File: src/rtl/shift_pkg.sv
// Shared types and constants for the multicycle shift unit.
package shift_pkg;

  typedef enum logic [1:0] {
    SHOP_SLL = 2'b00,
    SHOP_SRL = 2'b01,
    SHOP_SRA = 2'b11
  } shop_e;

  localparam int SHIFT_STEP = 3;

  typedef enum logic [1:0] {
    S_IDLE,
    S_SHIFT,
    S_DONE
  } state_e;

endpackage

File: src/rtl/shift_unit_ctl_if.sv
// Request/response bundle between the microcode sequencer and the shift unit.
interface shift_unit_ctl_if #(
  parameter int WIDTH = 32
);
  import shift_pkg::*;

  localparam int WSHAM = $clog2(WIDTH);

  logic             req_valid;
  logic             req_ready;
  shop_e            req_op;
  logic [WIDTH-1:0] req_val;
  logic [WSHAM-1:0] req_sham;
  logic             flush;
  logic             resp_valid;
  logic             resp_ready;
  logic [WIDTH-1:0] resp_val;
  logic             busy;

  modport master (
    output req_valid, req_op, req_val, req_sham, flush, resp_ready,
    input  req_ready, resp_valid, resp_val, busy
  );

  modport slave (
    input  req_valid, req_op, req_val, req_sham, flush, resp_ready,
    output req_ready, resp_valid, resp_val, busy
  );
endinterface

File: src/rtl/shift_step.sv
// Combinational single-step shifter: moves val by 0..3 positions according to op.
module shift_step
  import shift_pkg::*;
#(
  parameter int WIDTH = 32
) (
  input  logic [WIDTH-1:0] val,
  input  logic [1:0]       amt,
  input  shop_e            op,
  output logic [WIDTH-1:0] res
);

  always_comb begin
    res = val << amt;
    case (op)
      SHOP_SRL: res = val >> amt;
      SHOP_SRA: res = WIDTH'($signed(val) >>> amt);
      // the reserved encoding falls through to a left shift
      default:  res = val << amt;
    endcase
  end

endmodule

File: src/rtl/shift_unit_ctl.sv
// Iterative shift execution unit: accepts one request, shifts up to three
// positions per cycle, then holds the result until the consumer takes it.
module shift_unit_ctl
  import shift_pkg::*;
#(
  parameter int WIDTH = 32
) (
  input logic             clk,
  input logic             rst_n,
  shift_unit_ctl_if.slave bus
);

  localparam int WSHAM = $clog2(WIDTH);

  state_e           state_q;
  state_e           state_next;
  logic [WIDTH-1:0] val_q;
  logic [WSHAM-1:0] rem_q;
  shop_e            op_q;

  logic             accept;
  logic             load;
  logic             advance;
  logic [1:0]       step;
  logic [WSHAM-1:0] rem_after;
  logic [WIDTH-1:0] step_val;

  assign bus.req_ready  = (state_q == S_IDLE) && !bus.flush;
  assign bus.resp_valid = (state_q == S_DONE);
  assign bus.resp_val   = val_q;
  assign bus.busy       = (state_q != S_IDLE);
  assign accept         = bus.req_valid && bus.req_ready;

  assign step      = (rem_q > WSHAM'(SHIFT_STEP)) ? 2'(SHIFT_STEP) : rem_q[1:0];
  assign rem_after = rem_q - WSHAM'(step);

  shift_step #(.WIDTH(WIDTH)) u_step (
    .val (val_q),
    .amt (step),
    .op  (op_q),
    .res (step_val)
  );

  always_comb begin
    state_next = state_q;
    load       = 1'b0;
    advance    = 1'b0;
    case (state_q)
      S_IDLE: begin
        if (accept) begin
          load       = 1'b1;
          state_next = (bus.req_sham != '0) ? S_SHIFT : S_DONE;
        end
      end
      S_SHIFT: begin
        advance = 1'b1;
        if (rem_after == '0) state_next = S_DONE;
      end
      S_DONE: begin
        if (bus.resp_ready) state_next = S_IDLE;
      end
      default: state_next = S_IDLE;
    endcase
    // abort wins over both the incoming request and the response handshake
    if (bus.flush) begin
      state_next = S_IDLE;
      load       = 1'b0;
      advance    = 1'b0;
    end
  end

  always_ff @(posedge clk or negedge rst_n) begin
    if (!rst_n) begin
      state_q <= S_IDLE;
      val_q   <= '0;
      rem_q   <= '0;
      op_q    <= SHOP_SLL;
    end else begin
      state_q <= state_next;
      if (load) begin
        val_q <= bus.req_val;
        rem_q <= bus.req_sham;
        op_q  <= bus.req_op;
      end else if (advance) begin
        val_q <= step_val;
        rem_q <= rem_after;
      end
    end
  end

endmodule

File: src/flat_wrapper.sv
// flat-port wrapper written by rule: the top's interface ports become plain ports
module shift_unit_ctl_flat import shift_pkg::*;
#(
  parameter int WIDTH = 32
)
  (clk, rst_n, bus_req_valid, bus_req_op, bus_req_val, bus_req_sham, bus_flush, bus_resp_ready, bus_req_ready, bus_resp_valid, bus_resp_val, bus_busy);
  shift_unit_ctl_if #(.WIDTH(WIDTH)) bus_i ();
  input logic clk;
  input logic rst_n;
  input wire logic [$bits(bus_i.req_valid)-1:0] bus_req_valid;
  input wire logic [$bits(bus_i.req_op)-1:0] bus_req_op;
  input wire logic [$bits(bus_i.req_val)-1:0] bus_req_val;
  input wire logic [$bits(bus_i.req_sham)-1:0] bus_req_sham;
  input wire logic [$bits(bus_i.flush)-1:0] bus_flush;
  input wire logic [$bits(bus_i.resp_ready)-1:0] bus_resp_ready;
  output wire logic [$bits(bus_i.req_ready)-1:0] bus_req_ready;
  output wire logic [$bits(bus_i.resp_valid)-1:0] bus_resp_valid;
  output wire logic [$bits(bus_i.resp_val)-1:0] bus_resp_val;
  output wire logic [$bits(bus_i.busy)-1:0] bus_busy;
  assign bus_i.req_valid = bus_req_valid;
  assign bus_i.req_op = bus_req_op;
  assign bus_i.req_val = bus_req_val;
  assign bus_i.req_sham = bus_req_sham;
  assign bus_i.flush = bus_flush;
  assign bus_i.resp_ready = bus_resp_ready;
  assign bus_req_ready = bus_i.req_ready;
  assign bus_resp_valid = bus_i.resp_valid;
  assign bus_resp_val = bus_i.resp_val;
  assign bus_busy = bus_i.busy;
  shift_unit_ctl #(.WIDTH(WIDTH)) u_core (.clk(clk), .rst_n(rst_n), .bus(bus_i));
endmodule
File: config.mk
export PLATFORM = sky130hd
export DESIGN_NAME = shift_unit_ctl_flat
export DESIGN_NICKNAME = d
export VERILOG_FILES = /design/src/rtl/shift_pkg.sv /design/src/rtl/shift_unit_ctl_if.sv /design/src/rtl/shift_step.sv /design/src/rtl/shift_unit_ctl.sv /design/src/flat_wrapper.sv
export SDC_FILE = /design/constraint.sdc
export NUM_CORES = 1
export LEC_CHECK = 0
export ABC_AREA = 1
export BUFFER_PORTS_ARGS = -buffer_cell sky130_fd_sc_hd__buf_2
export CAP_MARGIN = 30
export CORE_MARGIN = 2
export CORE_UTILIZATION = 35
export CTS_CLUSTER_DIAMETER = 60
export DETAILED_ROUTE_END_ITERATION = 10
export MAX_ROUTING_LAYER = met4
export PLACE_DENSITY = 0.51
export SLEW_MARGIN = 20
export SYNTH_ARGS = -nofsm -noshare
export SYNTH_HDL_FRONTEND = slang
export SYNTH_SLANG_ARGS = --single-unit
File: constraint.sdc
create_clock -name clk -period 4.34 [get_ports clk]
set_clock_uncertainty 0.05 [all_clocks]
set_input_delay 0.434 -clock clk [delete_from_list [all_inputs] [get_ports clk]]
set_output_delay 0.434 -clock clk [all_outputs]
set_load 0.01 [all_outputs]
Yosys cells after proc, flatten, opt, wreduce, memory -nomap -nowiden. Cells that the tools add are included. W data, S select, Z words.

Add/subtract/negate cells: 1. Magnitude comparators: 1. Equal/unequal tests: 7. Shift operators: 3. Muxes and demuxes: 17. Reduce and logical (&&, ||, !) cells: 9.

Operators with widths (count): $mux W32 (2); $pmux W32 S2 (1); $shl A32 B2 Y32 (1); $shr A32 B2 Y32 (1); $sshr A32 B2 Y32 (1); $mux W2 (6); $mux W5 (2); $ne A3 B2 Y1 const B (2); $pmux W2 S3 (1); $gt A5 B2 Y1 const B (1); $logic_not A5 Y1 (1); $mux W1 (5); $reduce_bool A5 Y1 (1); $sub A5 B2 Y5 (1); $eq A2 B1 Y1 const B (2); $eq A2 B2 Y1 const B (2); $reduce_bool A2 Y1 (2); $ne A3 B3 Y1 const B (1); $reduce_and A3 Y1 (1); $logic_and A1 B1 Y1 (2); $logic_not A2 Y1 (1); $logic_not A1 Y1 (1).

Bits in registers: 41. Output and inout port bits: 35. Word-level logic and storage cells: 42.

Depth between registers and ports, before layout.
Word-level depth: 7. Depth in mapped cells: 12. Gate-level depth less buffers: 11.

Cells and area by module. A second synthesis with hierarchy kept.

Cell total of the unflattened synthesis: 590. Area, all modules: 3508.4 um^2.

Modules (own cells, without submodules): shift_unit_ctl (times used 1, cells each 264, area each 2030.7 um^2, sequential area each 1026.0 um^2); shift_step (times used 1, cells each 326, area each 1477.7 um^2, sequential area each 0.0 um^2).

Worst setup path after synthesis. OpenSTA, ideal clock, no wires.

Kind: register to register. Start point: register u_core.rem_q[0]. End point: register u_core.state_q[0]. Setup time: 0.065 ns. Arrival: 1.714 ns. Required time: 4.225 ns. Setup slack: 2.511 ns. Cell stages (with the launch flop): 13. Path buffers: 2. Cells stage by stage: dfrtp_1 inv_1 buf_2 buf_2 nand2_1 ha_1 xor2_1 nand3_1 nand2_1 inv_1 nor2_1 nand3_1 nand2_1.

Cells in the longest elaborated chain, start to end: 6.

RTL lines: from (decl) (RTL line shift_unit_ctl.sv:18) `logic [WSHAM-1:0] rem_q;`; from (signal assigned) (RTL line shift_unit_ctl.sv:82) `rem_q <= bus.req_sham;`; from (signal assigned) (RTL line shift_unit_ctl.sv:86) `rem_q <= rem_after;`; $gt A5 B2 Y1 (RTL line shift_unit_ctl.sv:34) `assign step = (rem_q > WSHAM'(SHIFT_STEP)) ? 2'(SHIFT_STEP) : rem_q[1:0];`; $mux W2 (RTL line shift_unit_ctl.sv:34); $sub A5 B2 Y5 (*) (RTL line shift_unit_ctl.sv:35) `assign rem_after = rem_q - WSHAM'(step);`; $logic_not A5 Y1 (*) (RTL line shift_unit_ctl.sv:57) `if (rem_after == '0) state_next = S_DONE;`; $ne A3 B2 Y1 (no line) (*); $reduce_and A3 Y1 (no line) (*); to (signal assigned) (RTL line shift_unit_ctl.sv:79) `state_q <= state_next;`; to (decl) (RTL line shift_unit_ctl.sv:15) `state_e state_q;`.

Mark *: on every way between the ends. The rest lies on a longest branch, timed or not. A chain may end at the register's enable or synchronous reset.

Worst setup path after layout.
Start point: register u_core.rem_q[3]. End point: register u_core.val_q[3] (netlist: u_core.bus.resp_val[3]).

Cells in the longest elaborated chain, start to end: 6. Elaborated cells between the ends (all ways): 8. Those cells by class: order compare: 1; shift: 3; mux: 4.

RTL lines: $gt A5 B2 Y1 (*) (RTL line shift_unit_ctl.sv:34); $mux W2 (*) (RTL line shift_unit_ctl.sv:34); $shl A32 B2 Y32, or another cell as far along; $pmux W32 S2 (*) (RTL line shift_step.sv:15) `case (op)`; $mux W32 (*) (RTL line shift_unit_ctl.sv:84) `end else if (advance) begin`; $mux W32 (*) (RTL line shift_unit_ctl.sv:80) `if (load) begin`; to (signal assigned) (RTL line shift_unit_ctl.sv:81) `val_q <= bus.req_val;`; to (signal assigned) (RTL line shift_unit_ctl.sv:85) `val_q <= step_val;`; to (decl) (RTL line shift_unit_ctl.sv:17) `logic [WIDTH-1:0] val_q;`.

Mark *: on every way between the ends. The rest lies on a longest branch, timed or not. The select of a mux whose other input is x is not followed.

==> results.json <==
{
  "critPathKind": "reg -> reg",
  "path_cells": "nor2_8 -> nand3_4 -> nor2_4 -> nand2_1 -> nand2_1 -> nor2_1 -> nand2_1 -> nand2_1 -> nand2_1",
  "drv_cap": 0,
  "fp.dieH_um": 108,
  "ios": 79,
  "vias": 4396,
  "ys_top_cells_by_area": "dfrtp_1, nand2_1, nand3_1, inv_1, nand4_1",
  "cp_data_arrival_time_ns": 2.81,
  "peakVddDrop_mv": 0.291,
  "p_total_mw": 3.53,
  "fin_crit_ns": 2.61,
  "ff_latch_area_um2": 1030,
  "antenna_cells": 0,
  "cp-end-kind": "flip-flop",
  "synth.most_common_cell": "nand2_1",
  "ant_nets": 0,
  "pwr-share-clk_pct": 8.5,
  "fin_hold_ws_ns": -0.00641,
  "clock_path_buffers": 2,
  "start_util_pct": 35.5,
  "rr_worst_depth": 9,
  "multiInputGateArea_um2": 2360,
  "place_inst": 830,
  "setup_viol": 0,
  "synth_nets": 690,
  "cp-startpoint": "u_core.rem_q[3]$_DFFE_PN0P_",
  "yosysTopAreaCell": "dfrtp_1",
  "critPathSlowestCell": "nor2_4",
  "combPwrFrac_pct": 69.4,
  "numCtsBuffers": 5,
  "synth_cells": 645,
  "areaGrowthSynthToFinish_pct": 14.8,
  "synth_ff_type": "dfrtp_1",
  "worstReg2RegEnd": "u_core.bus.resp_val[3]$_DFFE_PN0P_",
  "drtIter0Drc": 218,
  "timing.rr.start": "u_core.rem_q[3]$_DFFE_PN0P_",
  "drive_gt1_share_pct": 15.0,
  "antenna_found_initial": 0,
  "violations": "negative hold slack",
  "synth_top_area_share_pct": 26.9,
  "htree_levels": 2,
  "crit_family": "simple AND/OR/NAND/NOR gates",
  "switchingPower_mw": 2.02,
  "placementRows": 38,
  "synth-seq-cells": 41,
  "ctsResizeCount": 0,
  "grt_pass1_wl_um": 20000,
  "fillCellCount": 1294,
  "ys_seq_area_share_pct": 26.9,
  "status": "finished with violations",
  "synth-edff-count": 0,
  "coreArea_um2": 10700,
  "wl_per_cell_um": 14.5,
  "crit_required_ns": 4.54,
  "grt_max_degree": 56,
  "p_int_mw": 1.51,
  "worstSetupStartpointType": "flip-flop",
  "synth_common_cells": "nand2_1, nand3_1, inv_1",
  "ctsHoldBuffers": 0,
  "gp_congestion": 0.848,
  "grt-ovfl-total": 0,
  "drt_first_pass_iters": 5,
  "clk_latency_ns": 0.31,
  "cts_setup_buffers": 0,
  "yosys_warnings": 0,
  "async_flop_share_pct": 100,
  "grt_usage_pct": 21.6,
  "tightest_slew_ns": 0.767,
  "cts_root_buffer": "clkbuf_8",
  "setup.worst_path.end": "u_core.bus.resp_val[3]$_DFFE_PN0P_",
  "power_density_nw_per_um2": 806,
  "cp_max_fo": 37,
  "swShare_pct": 57.2,
  "rsz0062_at_grt": "no",
  "vias_per_cell": 5.24,
  "period_share_pct": 60.1,
  "max_freq_mhz": 383,
  "nNetsFinal": 743,
  "cts_tree": "built",
  "slowest_delay_ns": 0.68,
  "die_w_um": 108,
  "final-max-slew-violation-count": 0,
  "tns_ns": 0,
  "hold_viol": 2,
  "post-dp-hpwl_um": 8280,
  "finalWirelength_um": 12200,
  "clk_pin_slew_ns": 0.09,
  "grt_pass1_vias": 4109,
  "cp_common_cell": "nand2_1",
  "die_area_um2": 11800,
  "io_buffers": 78,
  "maxSlewHeadroom_pct": 48.8,
  "drc": 0,
  "holdCritPathClass": "in -> async",
  "ys_types": 28,
  "cp_num_cells": 9,
  "p_leak_nw": 2.56,
  "reg2reg_slack_ns": 1.73,
  "syn_avg_cell_area_um2": 5.92,
  "synthesis.area_um2": 3820,
  "path_buf_inv": 0,
  "final_cells": 839,
  "pwr-share-seq_pct": 22.1,
  "fin_util_pct": 40.8,
  "cts_sinks": 41
}
## power by group through the flow
| stage | combinational (mW) | clock, mW | sequential, mW |
|---|---|---|---|
| 5_1_grt | 2.78 | 0.319 | 0.814 |
| 2_1_floorplan | 1.80 | 0 | 0.780 |
| 6_report | 2.45 | 0.301 | 0.781 |
| 4_1_cts | 2.43 | 0.311 | 0.782 |
| 3_5_place_dp | 2.42 | 0 | 0.786 |
| 3_3_place_gp | 2.42 | 0 | 0.787 |
## flip-flops by register name, summed over array words and instances (netlist names)
signal               count
u_core.bus.resp_val     32
u_core.op_q              2
u_core.rem_q             5
u_core.state_q           2
## worst min-delay path by stage
| stage | to | slack (ns) | depth (start not counted) |
|---|---|---|---|
| 3_3_place_gp | u_core.bus.resp_val[22]$_DFFE_PN0P_ | 0.44 | 2 |
| 6_report | u_core.state_q[0]$_DFFE_PN0P_ | -0.006 | 1 |
| 4_1_cts | u_core.state_q[0]$_DFFE_PN0P_ | 0.02 | 1 |
| 5_1_grt | u_core.state_q[0]$_DFFE_PN0P_ | 0.03 | 1 |
| 3_5_place_dp | u_core.state_q[0]$_DFFE_PN0P_ | 0.35 | 1 |
| 2_1_floorplan | u_core.bus.resp_val[0]$_DFFE_PN0P_ | 0.09 | 0 |
## routing by layer
layer / routed length, um / up-vias / share of wire [%] / global-route usage (%)
met5: 0 / - / 0 / -
met4: 167 / 0 / 1.4 / 6.32
met3: 489 / 13 / 4.0 / 2.83
met2: 5660 / 102 / 46 / 34.5
met1: 5880 / 2051 / 48 / 28.6
li1: - / 2230 / - / -
## area by class of cell
class                      count  share of cell area, %
multi-input combinational    501                   53.9
sequential                    41                   23.4
timing repair buffer          85                   10.9
inverter                      64                   5.48
tap                          140                   4.00
clock buffer                   7                   2.20
clock inverter                 1                  0.114
## placed cells by master (no fill, tap or decap), drive strengths merged
cell type | synthesis | final
dfrtp | 41 | 41
xor2 | 3 | 3
o22ai | 2 | 2
nor2 | 29 | 29
a21oi | 7 | 7
clkinv | 0 | 1
o221ai | 2 | 2
nor3 | 2 | 2
ha | 1 | 1
inv | 64 | 64
o21bai | 18 | 18
o21ai | 37 | 37
xnor2 | 1 | 1
a21o | 1 | 1
nand2 | 240 | 240
nand4 | 34 | 34
buf | 28 | 85
clkbuf | 11 | 7
o211ai | 3 | 3
nand3 | 121 | 121
## stage by stage
step           area, um^2  worst slack [ns]
6_report             4380              1.73
2_1_floorplan        3820              2.51
4_1_cts              4360              1.46
5_1_grt              4380              1.57
3_3_place_gp         4220              1.52
3_5_place_dp         4260              1.48
## cells by family (layout without fill, tap and decap cells)
group,Yosys count,after routing,synth area share (%)
simple gates,426,426,49.7
fa+ha+maj,1,1,0.328
compound gates,70,70,10.9
flops,41,41,26.9
buf+inv,103,157,11.3
xor+xnor,4,4,0.918
Power figures use the tool's default switching activity.
